<file path="config.mk">
export PLATFORM = sky130hd
export DESIGN_NAME = adder_delay_meter
export DESIGN_NICKNAME = d
export VERILOG_FILES = /design/src/rtl/adder_delay_meter.sv
export SDC_FILE = /design/constraint.sdc
export NUM_CORES = 1
export LEC_CHECK = 0
export BUFFER_PORTS_ARGS = -buffer_cell sky130_fd_sc_hd__buf_2
export CELL_PAD_IN_SITES_DETAIL_PLACEMENT = 1
export CELL_PAD_IN_SITES_GLOBAL_PLACEMENT = 1
export CORE_ASPECT_RATIO = 1.25
export CORE_MARGIN = 1
export CORE_UTILIZATION = 33
export CTS_CLUSTER_DIAMETER = 40
export DETAILED_ROUTE_END_ITERATION = 6
export PLACE_DENSITY_LB_ADDON = 0.1
export SKIP_CTS_REPAIR_TIMING = 1
export SYNTH_ARGS = -nofsm -noshare
export SYNTH_HDL_FRONTEND = slang
export SYNTH_SLANG_ARGS = --single-unit
</file>
<file path="constraint.sdc">
create_clock -name wb_clk_i -period 3.1 [get_ports wb_clk_i]
set_clock_uncertainty 0.15 [all_clocks]
set_input_delay 0.465 -clock wb_clk_i [delete_from_list [all_inputs] [get_ports wb_clk_i]]
set_output_delay 0.465 -clock wb_clk_i [all_outputs]
set_load 0.01 [all_outputs]
</file>
<file path="src/rtl/adder_delay_meter.sv">
// Ring-oscillator delay meter for a bank of adders: drives one adder's ring
// for a programmed window and counts its edges, or captures one static sum.
module adder_delay_meter #(
    parameter int WIDTH      = 32,
    parameter int NUM_ADDERS = 4,
    parameter int SEL_W      = 2,
    parameter int COUNT_W    = 24,
    parameter int WIN_W      = 16,
    parameter int SETTLE     = 2
) (
    input  logic                        wb_clk_i,
    input  logic                        wb_rst_i,
    input  logic                        start,
    input  logic                        mode,
    input  logic [SEL_W-1:0]            sel,
    input  logic [WIDTH-1:0]            a_in,
    input  logic [WIDTH-1:0]            b_in,
    input  logic [WIN_W-1:0]            window_cycles,
    input  logic [NUM_ADDERS-1:0]       ring_in,
    input  logic [NUM_ADDERS*WIDTH-1:0] sum_in,
    output logic [NUM_ADDERS-1:0]       ring_en,
    output logic [WIDTH-1:0]            adder_a,
    output logic [WIDTH-1:0]            adder_b,
    output logic                        busy,
    output logic                        done,
    output logic [COUNT_W-1:0]          count_out,
    output logic [WIDTH-1:0]            sum_out,
    output logic                        overflow,
    output logic                        sel_err
);

    localparam logic [2:0] S_IDLE    = 3'd0;
    localparam logic [2:0] S_SETTLE  = 3'd1;
    localparam logic [2:0] S_CAPTURE = 3'd2;
    localparam logic [2:0] S_RUN     = 3'd3;
    localparam logic [2:0] S_FLUSH   = 3'd4;
    localparam logic [2:0] S_DONE    = 3'd5;

    logic [2:0]         state_q, state_d;
    logic               mode_q, mode_d;
    logic [SEL_W-1:0]   sel_q, sel_d;
    logic [WIDTH-1:0]   a_q, a_d, b_q, b_d;
    logic [WIN_W-1:0]   win_q, win_d;
    logic [WIN_W-1:0]   tmr_q, tmr_d;
    logic [COUNT_W-1:0] count_q, count_d;
    logic               ovf_q, ovf_d;
    logic               selerr_q, selerr_d;
    logic [WIDTH-1:0]   sum_q, sum_d;
    logic [1:0]         sync_q;
    logic               prev_q;
    logic               ring_sel;
    logic [WIDTH-1:0]   sum_sel;
    logic               rise;

    always_comb begin
        ring_sel = 1'b0;
        sum_sel  = '0;
        for (int k = 0; k < NUM_ADDERS; k++) begin
            if (sel_q == SEL_W'(k)) begin
                ring_sel = ring_in[k];
                sum_sel  = sum_in[k*WIDTH +: WIDTH];
            end
        end
    end

    assign rise = sync_q[1] & ~prev_q;

    always_comb begin
        state_d  = state_q;
        mode_d   = mode_q;
        sel_d    = sel_q;
        a_d      = a_q;
        b_d      = b_q;
        win_d    = win_q;
        tmr_d    = tmr_q;
        count_d  = count_q;
        ovf_d    = ovf_q;
        selerr_d = selerr_q;
        sum_d    = sum_q;
        // FLUSH keeps counting so edges still in the synchroniser land
        if (rise && (state_q == S_RUN || state_q == S_FLUSH)) begin
            if (&count_q) ovf_d = 1'b1;
            else count_d = count_q + 1'b1;
        end
        case (state_q)
            S_IDLE: begin
                if (start) begin
                    mode_d  = mode;
                    sel_d   = sel;
                    a_d     = a_in;
                    b_d     = b_in;
                    win_d   = window_cycles;
                    count_d = '0;
                    ovf_d   = 1'b0;
                    if (int'(sel) >= NUM_ADDERS) begin
                        selerr_d = 1'b1;
                        state_d  = S_DONE;
                    end else begin
                        selerr_d = 1'b0;
                        tmr_d    = WIN_W'(SETTLE - 1);
                        state_d  = S_SETTLE;
                    end
                end
            end
            S_SETTLE: begin
                if (tmr_q == '0) begin
                    if (mode_q) begin
                        state_d = S_CAPTURE;
                    end else if (win_q == '0) begin
                        state_d = S_DONE;
                    end else begin
                        tmr_d   = win_q - 1'b1;
                        state_d = S_RUN;
                    end
                end else begin
                    tmr_d = tmr_q - 1'b1;
                end
            end
            S_CAPTURE: begin
                sum_d   = sum_sel;
                state_d = S_DONE;
            end
            S_RUN: begin
                if (tmr_q == '0) begin
                    tmr_d   = WIN_W'(2);
                    state_d = S_FLUSH;
                end else begin
                    tmr_d = tmr_q - 1'b1;
                end
            end
            S_FLUSH: begin
                if (tmr_q == '0) state_d = S_DONE;
                else tmr_d = tmr_q - 1'b1;
            end
            S_DONE:  state_d = S_IDLE;
            default: state_d = S_IDLE;
        endcase
    end

    always_ff @(posedge wb_clk_i) begin
        if (wb_rst_i) begin
            state_q  <= S_IDLE;
            mode_q   <= 1'b0;
            sel_q    <= '0;
            a_q      <= '0;
            b_q      <= '0;
            win_q    <= '0;
            tmr_q    <= '0;
            count_q  <= '0;
            ovf_q    <= 1'b0;
            selerr_q <= 1'b0;
            sum_q    <= '0;
            sync_q   <= '0;
            prev_q   <= 1'b0;
        end else begin
            state_q  <= state_d;
            mode_q   <= mode_d;
            sel_q    <= sel_d;
            a_q      <= a_d;
            b_q      <= b_d;
            win_q    <= win_d;
            tmr_q    <= tmr_d;
            count_q  <= count_d;
            ovf_q    <= ovf_d;
            selerr_q <= selerr_d;
            sum_q    <= sum_d;
            sync_q   <= {sync_q[0], ring_sel};
            prev_q   <= sync_q[1];
        end
    end

    always_comb begin
        ring_en = '0;
        if (state_q == S_RUN) begin
            for (int k = 0; k < NUM_ADDERS; k++) begin
                ring_en[k] = (sel_q == SEL_W'(k));
            end
        end
    end

    assign busy      = (state_q != S_IDLE) && (state_q != S_DONE);
    assign done      = (state_q == S_DONE);
    assign adder_a   = a_q;
    assign adder_b   = b_q;
    assign count_out = count_q;
    assign sum_out   = sum_q;
    assign overflow  = ovf_q;
    assign sel_err   = selerr_q;

endmodule

</file>
==> results.yml <==
place:
  hpwl_mm: 19.6
  port-buffer-count: 344
  gp_congestion: 0.793
  place_ws_ns: 0.397
hold_path:
  hold_depth: 3
  hp-start: "a_in[11]"
  min_to: "adder_a[11]$_SDFFE_PP0P_"
  hp-class: "in -> reg"
power_and_ir_drop:
  intPower_uw: 5290
  power.density_mw_per_mm2: 920
  max-vdd-ir-drop_uv: 655
  swShare_pct: 43.1
  p_sw_uw: 4000
  p_leak_uw: 0.00442
  seqPwrFrac_pct: 30.2
  pwr-share-comb_pct: 46.8
  clkPwrFrac_pct: 23.0
global_routing:
  antenna_found_initial: 2
  grt_pass1_wl_mm: 39.5
  grt_max_degree: 131
  grt_pass1_vias: 7470
  grt_overflow_total: 0
  grtUsageTotal_pct: 21.9
cts:
  cts.sinks: 162
  clkTransAtPathRegs_ns: 0.09
  cts_tree: "done"
  cts_inserted_buffers: 17
  htree_levels: 4
  clock_latency_ns: 0.43
  cts_root_buf: "clkbuf_16"
  clockBufferDepth: 2
timing:
  finalHoldViolCount: 0
  fin_ws_ns: 0.318
  setup_viol: 0
  tightestPinTransition_ns: 0.925
  final.setup.tns_ns: 0
  min_period_ns: 2.78
  relSlewSlack_pct: 38.4
  post-route-period-util_pct: 89.8
  fmax_ghz: 0.359
  grt_setup_unrepaired: "false"
  drv_slew: 0
worst_setup_path:
  cp_num_buf_inv: 1
  r2r_start: "tmr_q[0]$_SDFFE_PP0P_"
  cp_top_family: "simple AND/OR/NAND/NOR gates"
  crit_type: "reg -> reg"
  reg2reg_slack_ns: 0.32
  endpoint_kind: "flip-flop"
  reg2reg_depth: 8
  crit_chain: "inv_1, ha_1, nor4b_1, and4_1, nor2_1, or2_2, and2_1, a32o_1"
  crit_fanout: 13
  slowest_delay_ns: 0.51
  r2r-end: "tmr_q[14]$_SDFFE_PP0P_"
  crit_required_ns: 3.27
  cp.arrival_ns: 2.96
  cp_slowest_cell: "nor4b_1"
  start_kind: "flip-flop"
flow_run:
  max-cap-violations: 0
drt:
  drt-total-wl_mm: 26.3
  firstDrtPassIters: 4
  vias_per_cell: 5.04
  avgRoutedWirePerCell_um: 17.4
  drcViolationCount: 0
  routed-via-count: 7610
  final_antenna_net_count: 0
  drt-initial-drc-count: 326
die:
  num_rows: 61
  start_util_pct: 33.7
  die_y_um: 171
  die_w_um: 137
  pin_count: 346
  core-area_mm2: 0.0224
  fp.dieArea_mm2: 0.0234
synthesis:
  yosysUniqueCellTypes: 58
  syn_nets: 1123
  synth_warnings: 0
  synth_edf_count: 0
  seq_area_frac_synth_pct: 43.0
  async_flop_share_pct: 0
  synth_area_mm2: 0.00754
  postSynthCellCount: 901
  synth_ff_type: "dfxtp_1"
  synth.avg_cell_area_um2: 8.36
  synth-seq-cells: 162
cells_and_area:
  drive_gt1_share_pct: 36.1
  final_net_count: 1435
  area_growth_pct: 34.1
outcome:
  outcome: "complete, no violations"
per-layer routing:
layer	track usage [%]	routed length [um]
met5	0	13
met2	37.9	13300
met1	26.4	11000
met4	6.02	290
met3	5.63	1710
stage by stage:
| stage | area, um^2 | total power, uW | instances | hold slack [ns] | utilization, % |
|---|---|---|---|---|---|
| after global placement | 9500 | 7190 | 1477 | 0.280 | 42.5 |
| after floorplan | 7540 | 5960 | 901 | 0.264 | - |
| after global routing | 10100 | 10000 | 1509 | 0.0900 | 45.2 |
| after CTS | 10100 | 9430 | 1509 | 0.0793 | 45.2 |
| after detailed placement | 9500 | 7240 | 1477 | 0.291 | 42.5 |
| final | 10100 | 9290 | 1511 | 0.103 | 45.2 |
worst min-delay path: stages:
cell and delay, ns:
buf_2 0.10, nand2_1 0.04, a21oi_1 0.05
layout make-up:
class | count | area (um^2)
multi-input combinational | 664 | 3990
clock buffer | 17 | 425
sequential | 162 | 3250
fill | 2779 | 12300
inverter | 10 | 37.5
tap | 283 | 354
antenna | 2 | 5.00
clock inverter | 15 | 179
timing repair buffer | 358 | 1870
flip-flops by register name (all words and copies together), names as in the netlist, 2 cells and up:
register   cells
adder_a       32
count_out     24
sel_q          2
state_q        3
sync_q         2
sum_out       32
adder_b       32
tmr_q         16
win_q         16
synth_stat cells (all sizes together) (5+ instances only):
| cell type | count | share of area [%] |
|---|---|---|
| o22ai | 9 | 0.75 |
| nand2 | 256 | 13 |
| or4 | 5 | 0.60 |
| nand3 | 12 | 0.80 |
| clkbuf | 52 | 2.6 |
| a22oi | 7 | 0.76 |
| buf | 13 | 0.98 |
| mux4 | 33 | 9.9 |
| xor2 | 24 | 2.8 |
| nor3 | 11 | 0.80 |
| o21ai | 11 | 0.73 |
| xnor2 | 16 | 1.9 |
| nor2 | 51 | 2.5 |
| dfxtp | 162 | 43 |
| and2 | 5 | 0.42 |
| a21oi | 133 | 8.9 |
| inv | 9 | 0.45 |
| or3 | 6 | 0.50 |
| nor4 | 12 | 1.2 |
| and3 | 9 | 0.75 |
| nand4 | 11 | 0.91 |
cell usage in the layout (no fill, tap or decap), types with 5 or more instances in the layout:
| cell | Yosys | layout |
|---|---|---|
| a21oi_1 | 132 | 132 |
| a22oi_1 | 6 | 6 |
| and2_1 | 5 | 5 |
| and3_1 | 9 | 9 |
| buf_2 | 8 | 343 |
| buf_4 | 2 | 12 |
| clkbuf_16 | 0 | 17 |
| clkinv_8 | 0 | 5 |
| dfxtp_1 | 162 | 160 |
| inv_1 | 9 | 9 |
| inv_6 | 0 | 5 |
| mux4_2 | 33 | 33 |
| nand2_1 | 256 | 256 |
| nand3_1 | 12 | 12 |
| nand4_1 | 11 | 11 |
| nor2_1 | 51 | 51 |
| nor3_1 | 10 | 10 |
| nor4_1 | 10 | 10 |
| o21ai_0 | 11 | 11 |
| o22ai_1 | 9 | 9 |
| or3_1 | 6 | 6 |
| xnor2_1 | 16 | 16 |
| xor2_1 | 24 | 24 |
power by group through the flow:
| stage | Sequential, uW | Combinational, uW | Clock (uW) |
|---|---|---|---|
| CTS | 2810 | 4410 | 2210 |
| detailed placement | 2850 | 4390 | 0 |
| floorplan | 2830 | 3130 | 0 |
| global placement | 2830 | 4360 | 0 |
| global route | 2870 | 4850 | 2290 |
| finish | 2800 | 4350 | 2140 |
cells by family (layout without fill, tap and decap cells):
| logic type | Yosys count | in the layout | synth area share (%) |
|---|---|---|---|
| multiplexers | 34 | 34 | 9.99 |
| other | 1 | 3 | 0.0498 |
| XOR/XNOR | 40 | 40 | 4.65 |
| adder cells (fa/ha/maj) | 4 | 4 | 0.664 |
| AND/OR/NAND/NOR | 405 | 405 | 24.0 |
| AO/OA/AOI/OAI | 180 | 180 | 13.5 |
| flip-flops | 162 | 162 | 43.0 |
| buffers and inverters | 75 | 400 | 4.07 |
how the worst max path moves through the flow:
stage                            startpoint                  endpoint  slack [ns]  depth (start not counted)
floorplan           count_out[0]$_SDFF_PP0_  count_out[22]$_SDFF_PP0_        0.71                          9
global placement    state_q[2]$_SDFFE_PP0P_  count_out[22]$_SDFF_PP0_        0.51                          6
detailed placement    tmr_q[0]$_SDFFE_PP0P_    tmr_q[14]$_SDFFE_PP0P_        0.40                          8
CTS                   tmr_q[0]$_SDFFE_PP0P_    tmr_q[14]$_SDFFE_PP0P_        0.36                          8
global route          tmr_q[0]$_SDFFE_PP0P_    tmr_q[14]$_SDFFE_PP0P_        0.23                          8
finish                tmr_q[0]$_SDFFE_PP0P_    tmr_q[14]$_SDFFE_PP0P_        0.32                          8
No activity file was read; power rests on OpenSTA's default activity.
